--- config.mk ---
export PLATFORM = sky130hd
export DESIGN_NAME = aes_ctr_sequencer
export DESIGN_NICKNAME = d
export VERILOG_FILES = /design/src/rtl/aes_ctr_sequencer.sv
export SDC_FILE = /design/constraint.sdc
export NUM_CORES = 1
export LEC_CHECK = 0
export ABC_AREA = 0
export CORE_AREA = 2 2 214 216
export CTS_CLUSTER_DIAMETER = 150
export DETAILED_ROUTE_END_ITERATION = 7
export DIE_AREA = 0 0 216 218
export DONT_BUFFER_PORTS = 1
export PLACE_DENSITY = 0.56
export RECOVER_POWER = 50
export SYNTH_ARGS = -nofsm -noshare
export SYNTH_HDL_FRONTEND = slang
export SYNTH_SLANG_ARGS = --single-unit
--- constraint.sdc ---
create_clock -name clk -period 4 [get_ports clk]
set_input_delay 0.8 -clock clk [delete_from_list [all_inputs] [get_ports clk]]
set_output_delay 0.8 -clock clk [all_outputs]
set_load 0.02 [all_outputs]
--- src/rtl/aes_ctr_sequencer.sv ---
// AES-CTR counter-block sequencer: key/counter store, job FSM and in-flight limiter.
// Optional build macro AES_CTR_WRAP_HALT_EN: a counter wrap halts issuance until abort or start.
module aes_ctr_sequencer #(
    parameter int WORD_W       = 64,
    parameter int KEY_WORDS    = 4,
    parameter int CTR_W        = 128,
    parameter int INC_W        = 32,
    parameter int LEN_W        = 16,
    parameter int MAX_INFLIGHT = 16,
    localparam int KA_W        = (KEY_WORDS > 1) ? $clog2(KEY_WORDS) : 1,
    localparam int CTR_WORDS   = CTR_W / WORD_W,
    localparam int CA_W        = (CTR_WORDS > 1) ? $clog2(CTR_WORDS) : 1,
    localparam int INF_W       = $clog2(MAX_INFLIGHT + 1)
) (
    input  logic                        clk,
    input  logic                        rst_n,
    input  logic [KA_W-1:0]             key_addr,
    input  logic [WORD_W-1:0]           key_wdata,
    input  logic                        key_wen,
    input  logic [CA_W-1:0]             ctr_addr,
    input  logic [WORD_W-1:0]           ctr_wdata,
    input  logic                        ctr_wen,
    input  logic [LEN_W-1:0]            len,
    input  logic                        start,
    input  logic                        abort,
    output logic [KEY_WORDS*WORD_W-1:0] key,
    output logic                        ctr_valid,
    input  logic                        ctr_ready,
    output logic [CTR_W-1:0]            ctr_block,
    input  logic                        blk_done,
    output logic [INF_W-1:0]            inflight,
    output logic                        busy,
    output logic                        done,
    output logic                        wrap_err
);

    typedef enum logic [1:0] {
        S_IDLE = 2'd0,
        S_RUN  = 2'd1,
        S_DONE = 2'd2
    } state_t;

    state_t             state_q, state_d;
    logic [WORD_W-1:0]  key_q [KEY_WORDS];
    logic [WORD_W-1:0]  key_d [KEY_WORDS];
    logic [CTR_W-1:0]   ctr_q, ctr_d;
    logic [LEN_W-1:0]   len_q, len_d;
    logic [LEN_W-1:0]   issued_q, issued_d;
    logic [LEN_W-1:0]   retired_q, retired_d;
    logic [INF_W-1:0]   inflight_q, inflight_d;
    logic               ctr_valid_q, ctr_valid_d;
    logic               done_q, done_d;
    logic               wrap_err_q, wrap_err_d;
    logic               halted_q, halted_d;

    logic               fire;
    logic               retire;
    logic               wrap_fire;

    assign fire      = (state_q == S_RUN) && ctr_valid_q && ctr_ready;
    // Retirements are only meaningful against outstanding blocks of an active job.
    assign retire    = (state_q == S_RUN) && blk_done && (inflight_q != '0);
    assign wrap_fire = fire && (&ctr_q[INC_W-1:0]);

    always_comb begin
        state_d    = state_q;
        key_d      = key_q;
        ctr_d      = ctr_q;
        len_d      = len_q;
        issued_d   = issued_q;
        retired_d  = retired_q;
        inflight_d = inflight_q;
        wrap_err_d = wrap_err_q;
        halted_d   = halted_q;
        done_d     = (state_q == S_DONE);

        if (fire) begin
            ctr_d[INC_W-1:0] = ctr_q[INC_W-1:0] + INC_W'(1);
            issued_d         = issued_q + LEN_W'(1);
        end
        if (wrap_fire) begin
            wrap_err_d = 1'b1;
`ifdef AES_CTR_WRAP_HALT_EN
            halted_d   = 1'b1;
`endif
        end
        if (retire) begin
            retired_d = retired_q + LEN_W'(1);
        end

        case ({fire, retire})
            2'b10:   inflight_d = inflight_q + INF_W'(1);
            2'b01:   inflight_d = inflight_q - INF_W'(1);
            default: ;
        endcase

        case (state_q)
            S_IDLE: begin
                if (key_wen) begin
                    key_d[key_addr] = key_wdata;
                end
                if (ctr_wen) begin
                    ctr_d[int'(ctr_addr)*WORD_W +: WORD_W] = ctr_wdata;
                end
                if (start) begin
                    len_d      = len;
                    issued_d   = '0;
                    retired_d  = '0;
                    inflight_d = '0;
                    wrap_err_d = 1'b0;
                    halted_d   = 1'b0;
                    state_d    = (len == '0) ? S_DONE : S_RUN;
                end
            end
            S_RUN: begin
                // Abort wins over completion; the counter keeps its next unissued value.
                if (abort) begin
                    state_d    = S_IDLE;
                    inflight_d = '0;
                    halted_d   = 1'b0;
                end else if ((issued_q == len_q) && (retired_q == len_q)) begin
                    state_d = S_DONE;
                end
            end
            S_DONE: begin
                state_d = S_IDLE;
            end
            default: begin
                state_d = S_IDLE;
            end
        endcase

        ctr_valid_d = (state_d == S_RUN) && (issued_d < len_d) &&
                      (inflight_d < INF_W'(MAX_INFLIGHT)) && !halted_d;
    end

    always_ff @(posedge clk or negedge rst_n) begin
        if (!rst_n) begin
            state_q     <= S_IDLE;
            ctr_q       <= '0;
            len_q       <= '0;
            issued_q    <= '0;
            retired_q   <= '0;
            inflight_q  <= '0;
            ctr_valid_q <= 1'b0;
            done_q      <= 1'b0;
            wrap_err_q  <= 1'b0;
            halted_q    <= 1'b0;
        end else begin
            state_q     <= state_d;
            ctr_q       <= ctr_d;
            len_q       <= len_d;
            issued_q    <= issued_d;
            retired_q   <= retired_d;
            inflight_q  <= inflight_d;
            ctr_valid_q <= ctr_valid_d;
            done_q      <= done_d;
            wrap_err_q  <= wrap_err_d;
            halted_q    <= halted_d;
        end
    end

    genvar gi;
    generate
        for (gi = 0; gi < KEY_WORDS; gi++) begin : g_key
            always_ff @(posedge clk or negedge rst_n) begin
                if (!rst_n) begin
                    key_q[gi] <= '0;
                end else begin
                    key_q[gi] <= key_d[gi];
                end
            end
            assign key[gi*WORD_W +: WORD_W] = key_q[gi];
        end
    endgenerate

    assign ctr_valid = ctr_valid_q;
    assign ctr_block = ctr_q;
    assign inflight  = inflight_q;
    assign busy      = (state_q == S_RUN);
    assign done      = done_q;
    assign wrap_err  = wrap_err_q;

endmodule

# After elaboration in Yosys (flattened, before gate mapping)
# Index checks and enable logic that the tools add are counted.
# word_totals
wordCells,82
out_inout_bits,393
regBits,443
# op_classes
eq_ne,7
order_cmp,4
add_sub_neg,6
shift,2
mux,30
n_reduce_logical,17
bitwise,1
# ops
op,n
bitwise mux 256 bit,1
bitwise mux 128 bit,1
demux 64 bit (select 2 bit),1
2-to-1 mux 16 bit,8
variable shift 64 x 33 -> 128 bit (first input constant),1
variable part select 64 x 33 -> 128 bit,1
2-to-1 mux 32 bit,3
2-to-1 mux 64 bit,1
negation 7 -> 33 bit,1
adder 16 x 1 -> 16 bit (second input constant),2
adder 32 x 1 -> 32 bit (second input constant),1
== test 16 bit,2
AND reduction 32 bit,1
one-hot mux 5 bit (2 select lines),2
logical NOT 16 bit,1
< comparator 16 bit,1
logical AND 1 bit,10
2-to-1 mux 5 bit,2
2-to-1 mux 2 bit,4
== test 2 x 1 -> 1 bit (second input constant),3
adder 5 x 1 -> 5 bit (second input constant),1
< comparator 5 bit (second input constant),1
2-to-1 mux 1 bit,5
nonzero test 5 bit,1
other kinds (10),12

# Longest topological paths before layout
# Gate-level depths: netlist (run 1).
# depth
ltp_word,10
mapped_depth,12
ltp_nobuf,11

# Worst setup path before layout (run 1)
# Ideal clock, no wire load.
# synth_path
path_type,input to register
from,in ctr_ready
to,"reg ctr_valid_q, in the netlist ctr_valid"
setup_time_ns,0.126
setup_slack_ns,0.707
t_required_ns,3.874
stages,12
arrival_time_ns,3.167
path_cell_list,and4b_1 -> buf_2 -> clkbuf_1 -> inv_1 -> ha_1 -> xor2_1 -> ha_1 -> a21oi_1 -> or3b_2 -> a311o_1 -> o221ai_1 -> nor3b_1
# synth_via
elab_chain_len,8
word_cells_on_any_way,15
classes_between,2 x order compare; 2 x eq/ne; 7 x mux; 4 x reduce/logical
# synth_rtl
item,line_no,source
start: declaration,28,"input logic ctr_ready,"
logical AND 1 bit *,60,assign fire = (state_q == S_RUN) && ctr_valid_q && ctr_ready;
"== test 2 x 1 -> 1 bit, or another cell as far along",91,"case ({fire, retire})"
one-hot mux 5 bit (2 select lines) / 2-to-1 mux 16 bit (equally long branches),"91, 105",
"2-to-1 mux 5 bit, or another cell as far along",117,if (abort) begin
one-hot mux 5 bit (2 select lines) / < comparator 16 bit (equally long branches),"97, 133",
< comparator 5 bit / logical AND 1 bit (equally long branches),"134, 133",
logical AND 1 bit *,133,ctr_valid_d = (state_d == S_RUN) && (issued_d < len_d) &&
logical AND 1 bit *,134,(inflight_d < INF_W'(MAX_INFLIGHT)) && !halted_d;
via ctr_valid_d,51,"logic ctr_valid_q, ctr_valid_d;"
end signal: assignment,156,ctr_valid_q <= ctr_valid_d;
end: declaration,51,
# Mark *: on every way through the listed nets, which the timed path passes. The rest lies on a longest branch.
# A chain may end at the register's enable or synchronous reset.

# Worst setup path in the final report (run 1)
# layout_path
from,reg state_q[1]
to,"reg ctr_valid_q, in the netlist ctr_valid"
# layout_via
elab_chain_len,10
word_cells_on_any_way,28
classes_between,2 x order compare; 4 x eq/ne; 13 x mux; 9 x reduce/logical
# layout_rtl
item,line_no,source
start: declaration,43,"state_t state_q, state_d;"
start signal: assignment,150,state_q <= state_d;
== test 2 x 1 -> 1 bit,60,
logical AND 1 bit (2 in a row),60,
2-to-1 mux 16 bit,77,if (fire) begin
2-to-1 mux 16 bit,105,if (start) begin
2-to-1 mux 16 bit *,97,case (state_q)
via issued_d[3],48,"logic [LEN_W-1:0] issued_q, issued_d;"
< comparator 16 bit *,133,
logical AND 1 bit * (2 in a row),133,
logical AND 1 bit *,134,
via ctr_valid_d,51,
# Marked as above.

==> impl_summary.md, run 1 <==
Status
The flow ran to the end, but the final reports show violations. The final reports fail on hold timing, slew limit.

CTS
The number of buffers inserted to repair setup after CTS is 0. Once the clock tree was built, the resizer swapped 0 gates to a different size. The number of clock buffers added by TritonCTS is 48. The buffer depth of the longest clock path is 3. CTS placed an instance of sky130_fd_sc_hd__clkbuf_16 at the clock tree root. The count of H-tree levels built during CTS is 2. The TritonCTS clock tree is done.

Clock-pin slew was measured on the worst setup and hold paths at about 0.060 ns. The number of clock sinks is 443. The later-pin clock latency in the skew report is 0.57 ns.

Synth
Yosys printed 0 warnings. The number of instances in the synthesized netlist is roughly 1300. Counting flops with a built-in enable in the synthesized netlist gives 0. The biggest area contributor in the post-synthesis netlist is sky130_fd_sc_hd__dfrtp_1. Among all cell types in the netlist, the one instantiated most often is sky130_fd_sc_hd__dfrtp_1. Sorting the synthesized cells by how often they occur yields 443 x sky130_fd_sc_hd__dfrtp_1, 346 x sky130_fd_sc_hd__mux2_2, 68 x sky130_fd_sc_hd__xnor2_1. The share of flip-flops with an asynchronous set or reset is 1.00. In this run the cell area of the synthesized design comes to ~0.018 mm².

The netlist uses 57 different library cells. The share of Yosys cell area claimed by the top area cell type is 0.600. In the synthesized netlist the dominant register cell turns out to be sky130_fd_sc_hd__dfrtp_1.

When the netlist entered floorplanning its net count stood at about 1500. The share of synthesized area occupied by flip-flops and latches is 0.600. A synthesized cell averages around 14 µm². Sorting the synthesized cells by area gives the leading types as sky130_fd_sc_hd__dfrtp_1 60%, sky130_fd_sc_hd__mux2_2 21%, sky130_fd_sc_hd__xnor2_1 3.2%, sky130_fd_sc_hd__ha_1 1.4%, sky130_fd_sc_hd__nand2_1 1.3%. The number of synthesized register bits is 443.

Worst setup path
The endpoint type of the worst setup path is a flop. Along the worst path, the maximum fanout reaches 13. The endpoint identified for the worst register-to-register timing path is ctr_valid$_DFF_PN0_.

For this run, the slowest stage of the critical path takes roughly 0.59 ns. For this design, the slowest cell found on the critical path is sky130_fd_sc_hd__and2_0. The logic depth of the worst register-to-register path is 9. The startpoint of the most critical register-to-register path is state_q[1]$_DFF_PN0_.

The critical path goes through nor2_1 -> and2_0 -> nor2_1 -> ha_1 -> a211oi_1 -> o211ai_1 -> a2111oi_0 -> o221ai_1 -> nor3b_1. The worst setup path is of the flop to flop kind. The arrival time reported for the critical path endpoint is 3.78 ns. In this run the register-to-register setup slack is ~0.7 ns. The cell with the most instances on the worst path is sky130_fd_sc_hd__nor2_1. The required time of the critical path is between 4 and 5 ns. The startpoint kind of the worst setup timing path is a flop.

STA
Setup repair after global routing left no endpoint under its margin. In the finished design, the share of the clock period the worst path needs comes to 0.825. The highest attainable clock frequency is 303 MHz. Across all hold checks on the routed design, the worst slack comes to -0.0671 ns. In the final timing run, aggregate negative setup slack is 0 ns. On the final layout, the worst clock skew is about 0.020 ns. For the pin with the worst max-slew slack, the measured transition is around 2.2 ns.

The number of hold violations in the final report came to 35. The final-report setup violation count is 0. The remaining max-slew budget at the tightest pin is -0.443. After layout, the minimum clock period comes to 3.30 ns. The max-slew violation count is around 280.

Global routing
The pin count of the biggest net entering global routing is roughly 440. The first global-routing pass estimated 72.8 mm of wire. Summed over all layers, the global routing overflow is 0.

The number of antenna violations at the first check in global routing was 2. The number of global-route vias before repair is ~11000. For this run, the total global-route usage over all layers was measured as 0.203.

Job
The max-cap violation count is 0.

Floorplan
From left edge to right edge, the die measures approximately 220 µm. The placeable core area is ~0.045 mm². The die outline height is 218 µm. After floorplanning, the core was divided into about 80 placement rows. The area of the die is 0.0471 mm².

Pin placement for this block handled roughly 550 I/O pins. The starting density of the core is 0.412.

Placed design
The number of port buffers is 0. Routability-driven placement finished with a final weighted congestion of between 0.8 and 0.9. The HPWL after detailed placement is roughly 35 mm.

Routing
The routed wire length per instance is about 25 µm. The initial DRC count is approximately 470. The final route contains roughly 11000 vias. The via count normalized by instance count is 5.38. The number of optimization iterations in the first detailed-route pass is 4. Wires add up to between 40 and 50 mm. The DRC violation count after routing is 0. The detail route stage leaves a number of antenna-violating nets equal to 0.

Power
The power share of the combinational group is 0.109. The clock power share is 0.306. The power spent charging and discharging nets is a little under 0.005 W. Internal power comes to roughly 0.0091 W.

The leakage power is just under 9 nW. The proportion of total power due to net switching is 0.349. The areal power density over the cells is just under 700 mW/mm².

Total power for the finished layout comes to around 0.014 W. VDD sags by at most 0.471 mV. Of the total power, registers draw 0.584.

Cells and area
The final layout contains 1510 nets. From synthesis to final layout, the design area changed by 12.0%. The layout cell share with drive strength beyond 1 is 0.339.

The number of antenna diodes in the final layout is 0.

Worst hold path
The worst min-delay path category is input port to asynchronous set/reset pin.
==> power groups by stage <==
stage / clock network, W / registers [W] / logic, W
5_1_grt: 0.00460 / 0.00833 / 0.00169
3_5_place_dp: 0 / 0.00827 / 0.00155
3_3_place_gp: 0 / 0.00828 / 0.00147
6_report: 0.00429 / 0.00819 / 0.00153
4_1_cts: 0.00444 / 0.00822 / 0.00155
2_1_floorplan: 0 / 0.00771 / 0.00134
==> final cells by class <==
cell class | instances | area, µm²
inverters | 26 | 97.6
clock inverters | 14 | 129
repair buffers | 15 | 184
multi-input cells | 800 | 7050
clock buffers | 69 | 1410
well taps | 600 | 751
fillers | 4042 | 24200
flip-flops and latches | 443 | 11100
==> kinds of logic after synthesis <==
group,after synthesis,synth area share
AOI/OAI and AO/OA,83,0.0274
DFF,443,0.600
muxes,375,0.227
and+or+nand+nor,235,0.0711
adders and majority gates,21,0.0142
buffers and inverters,84,0.0200
xor gates and xnor gates,86,0.0407
==> per-stage QoR <==
| stage | hold slack (ns) | util | instances | area (µm²) | setup slack, ns |
|---|---|---|---|---|---|
| after floorplan | 0.469 | - | 1327 | 18500 | 0.707 |
| after global placement | 0.515 | 0.427 | 1884 | 19200 | 0.702 |
| after detailed placement | 0.513 | 0.427 | 1884 | 19200 | 0.663 |
| after CTS | -0.107 | 0.461 | 1967 | 20700 | 0.759 |
| after global routing | -0.101 | 0.461 | 1967 | 20700 | 0.375 |
| final | -0.0671 | 0.461 | 1967 | 20700 | 0.701 |
==> cell usage in the layout, fill, tap and decap left out, types with 13 or more instances in the layout <==
| master | netlist | final |
|---|---|---|
| sky130_fd_sc_hd__a21oi_1 | 13 | 13 |
| sky130_fd_sc_hd__xor2_1 | 18 | 18 |
| sky130_fd_sc_hd__o21ai_0 | 30 | 30 |
| sky130_fd_sc_hd__mux2i_1 | 22 | 22 |
| sky130_fd_sc_hd__nand4_1 | 21 | 21 |
| sky130_fd_sc_hd__clkbuf_8 | 0 | 13 |
| sky130_fd_sc_hd__xnor2_1 | 68 | 68 |
| sky130_fd_sc_hd__inv_1 | 26 | 26 |
| sky130_fd_sc_hd__clkbuf_16 | 0 | 48 |
| sky130_fd_sc_hd__mux2_2 | 346 | 346 |
| sky130_fd_sc_hd__nand3_1 | 18 | 18 |
| sky130_fd_sc_hd__nor2_1 | 44 | 43 |
| sky130_fd_sc_hd__nand2_1 | 66 | 65 |
| sky130_fd_sc_hd__ha_1 | 21 | 21 |
| sky130_fd_sc_hd__nor3_1 | 15 | 15 |
| sky130_fd_sc_hd__dfrtp_1 | 443 | 443 |
==> how the worst max path moves through the flow <==
| stage | start | end | slack (ns) |
|---|---|---|---|
| after global placement | start | ctr_valid$_DFF_PN0_ | 0.70 |
| after floorplan | ctr_ready | ctr_valid$_DFF_PN0_ | 0.71 |
| final | state_q[1]$_DFF_PN0_ | ctr_valid$_DFF_PN0_ | 0.70 |
| after CTS | inflight[1]$_DFF_PN0_ | ctr_valid$_DFF_PN0_ | 0.76 |
| after detailed placement | start | ctr_valid$_DFF_PN0_ | 0.66 |
| after global routing | state_q[1]$_DFF_PN0_ | ctr_valid$_DFF_PN0_ | 0.38 |
==> critical path: cells and delay by family (launching register included) <==
kind | cells | cell delay (ns)
DFF | 1 | 0.52
and+or+nand+nor | 4 | 1.34
adders and majority gates | 1 | 0.31
AOI/OAI and AO/OA | 4 | 1.04
==> sequential cells by signal (all words and copies together), names as in the netlist <==
name and cells:
halted_q 1, inflight 5, done 1, issued_q 16
ctr_valid 1, len_q 16, wrap_err 1, ctr_block 128
state_q 2, key 256, retired_q 16
==> per-layer routing <==
metal	up-vias	GRT usage	part of all wire
met5	-	0	0
met2	408	0.335	0.48
li1	4682	-	-
met1	5405	0.234	0.38
met4	0	0.0740	0.031
met3	85	0.0912	0.11
Power figures use the tool's default switching activity.
==> inputs of run 2 (changes only) <==
- clock period: 4 -> 3.2 ns (I/O delays scaled with it)
==> run 2 against run 1 <==
Against the previous run:
- the flow still finishes with violations (hold timing, slew limit)
- setup slack worse by 0.48 ns
- sequential share of layout area down 0.35 points
- cell count up 0.92%
- sequential cell count unchanged
- sequential power up 25%
- clock-buffer cell count up 4
- register-to-register slack worse by 0.48 ns
- global-route usage up 0.17 points
- critical path type unchanged
- largest cell class unchanged
- largest power group unchanged
==> impl_summary.md, run 2 (synthesis results as in run 1) <==
Cells and area
The count of nets after finishing is ~1500. The utilization of the core after routing is 0.464. The number of antenna diodes in the final layout is 0. The top cell types in the final layout, fill and taps aside, are 443 x sky130_fd_sc_hd__dfrtp_1, 345 x sky130_fd_sc_hd__mux2_2, 68 x sky130_fd_sc_hd__xnor2_1.

In the final layout, the share of cells above drive strength 1 is 0.344. The number of flip-flops in the largest register is approximately 260. The leading cell type in the layout, fill and taps excluded is sky130_fd_sc_hd__dfrtp_1. The area growth from synthesis to final layout is 12.8%.

STA
The clock arrives with about 0.017 ns of skew. The max-slew violation count is approximately 280. Setup violations remaining at the end of the flow were counted as 0.

Setup repair after global routing left no endpoint under its margin. The share of the cycle needed by the critical path after routing is 0.932. The remaining max-slew budget at the tightest pin is -0.515. Counting I/O delays and the setup requirement, the final critical path takes a little under 3 ns. The number of hold violations in the final report was just over 100. Hold timing on the final database bottoms out at a slack of -0.230 ns. For the pin with the worst max-slew slack, the measured transition is 2.27 ns. Based on the critical path, the design can be clocked at up to approximately 340 MHz.

Placed design
The count of buffers added on input and output ports is 0. The placer's final routability congestion estimate is between 0.8 and 0.9. The HPWL reported at the end of detailed placement is between 30 and 40 mm.

Floorplan
The die covers around 0.047 mm². The horizontal die dimension is roughly 220 µm. In this run the core area contains between 70 and 80 standard-cell rows. The die outline height is around 220 µm. The placeable core area is roughly 0.045 mm². For this configuration, the core starts out at a cell density of 0.412.

In this run the count of I/O pins placed on the die edge is approximately 550.

Global routing
The pin count of the biggest net entering global routing is ~440. The wire length of the first global-routing pass is between 70 and 80 mm. The number of global-route vias before repair is about 11000. After global routing the overflow that remains totals 0. The number of antenna violations at the first check in global routing is 2. For this run, the total global-route usage over all layers was measured as 0.205.

Power
The analysis attributes to net switching a power of approximately 0.0061 W. The power share of the combinational group is 0.111. Internal power comes to about 0.011 W. The fraction of power consumed by sequential logic is 0.581. The leakage power is roughly 8.9 nW. Across the VDD grid, the largest voltage drop is about 0.63 mV. The share of total power dissipated in the clock network is 0.308.

Of the total power, the share spent switching nets is 0.349. The areal power density over the cells is around 840 mW/mm².

CTS
The later-pin clock latency in the skew report is roughly 0.57 ns. CTS saw approximately 440 sinks. The H-tree was split into 2 levels. Clock-pin slew was measured on the worst setup and hold paths at 0.06 ns.

The TritonCTS clock tree is done. The buffer depth of the longest clock path is 3. The number of clock buffers inserted by TritonCTS is 47. The clock root buffer master is sky130_fd_sc_hd__clkbuf_16.

Routing
The initial DRC count is 607. The total detailed-routing wirelength is between 40 and 50 mm. In the final routed layout, each cell accounts on average for approximately 25 µm. After detailed routing, the number of remaining DRC violations is 0. The via count normalized by instance count is about 5.4. Once detail routing completed, the nets flagged for antenna violations numbered 0. For this block, the via count after detailed routing is 10700. The pre-antenna-repair detailed-routing pass consisted of 4 iterations.

Worst hold path
The worst min-delay path category is input port to asynchronous set/reset pin.

Job
Max-cap violations in this run came to 0.

Status
The flow ran to the end, but the final reports show violations. The final reports fail on hold timing, slew limit.

Worst setup path
The startpoint kind of the worst setup timing path is a flop. For the worst setup path, the data required time is approximately 3.7 ns. The arrival time reported for the critical path endpoint is 3.47 ns. The type of the worst setup path is flop to flop. The setup slack of the worst register-to-register path is around 0.22 ns. The endpoint type of the worst setup path is a flop. In this run the worst path has a maximum fanout of 11.
## run 2: what timing repair did
item                                    4_1_cts  5_1_grt
endpoints found under the hold margin       443      443
buffers inserted                              0        0
resized for setup                             0        3
endpoints found under the setup margin        0        1
## run 2: cell type report
type                       instances  area (µm²)
clock buffer                      73        1390
clock inverter                    12         149
fill                            3979       24000
inverter                          26        97.6
multi-input combinational        800        7060
sequential                       443       11100
tap                              600         751
timing repair buffer              31         313
## run 2: worst paths after layout
check / startpoint / to / cells past startpoint
max: state_q[1]$_DFF_PN0_ / ctr_valid$_DFF_PN0_ / 11
min: rst_n / ctr_block[35]$_DFFE_PN0P_ / 0
max reg2reg: state_q[1]$_DFF_PN0_ / ctr_valid$_DFF_PN0_ / 11
min reg2reg: len_q[11]$_DFF_PN0_ / len_q[11]$_DFF_PN0_ / 2
max in group asynchronous: rst_n / retired_q[0]$_DFF_PN0_ / 0
min in group clk: ctr_wdata[30] / ctr_block[30]$_DFF_PN0_ / 2
## run 2: power by group through the flow
stage	Clock [W]	Combinational [W]	Sequential (W)
6_report	0.00542	0.00195	0.0102
2_1_floorplan	0	0.00168	0.00963
4_1_cts	0.00558	0.00198	0.0102
3_3_place_gp	0	0.00189	0.0103
3_5_place_dp	0	0.00197	0.0103
5_1_grt	0.00579	0.00217	0.0104
## run 2: layer usage
layer,wire length [µm],global-route usage,part of all wire,up-vias
met5,17,0,0.00034,-
met4,1450,0.0703,0.029,2
met3,5340,0.0890,0.11,84
met2,24000,0.342,0.49,415
met1,18500,0.235,0.37,5509
li1,-,-,-,4721
## run 2: stage by stage
step	TNS (ns)	instance area, µm²	total power, W	std cells	worst slack, ns
2_1_floorplan	0	18500	0.0113	1327	0.0670
3_3_place_gp	-0.0918	19300	0.0122	1900	-0.0918
3_5_place_dp	-0.0649	19300	0.0123	1900	-0.0649
4_1_cts	0	20900	0.0178	1985	0.108
5_1_grt	0	20800	0.0184	1985	0.0559
6_report	0	20800	0.0176	1985	0.217
## run 2: worst max-delay path: stages (launching register included)
cell and delay [ns]:
sky130_fd_sc_hd__dfrtp_1 0.41, sky130_fd_sc_hd__buf_4 0.18, sky130_fd_sc_hd__and3b_1 0.30, sky130_fd_sc_hd__o21a_1 0.17, sky130_fd_sc_hd__ha_1 0.30, sky130_fd_sc_hd__xor2_1 0.17
sky130_fd_sc_hd__ha_1 0.23, sky130_fd_sc_hd__a21oi_1 0.08, sky130_fd_sc_hd__or3b_2 0.47, sky130_fd_sc_hd__a31oi_1 0.24, sky130_fd_sc_hd__o221ai_1 0.16, sky130_fd_sc_hd__nor3b_1 0.19
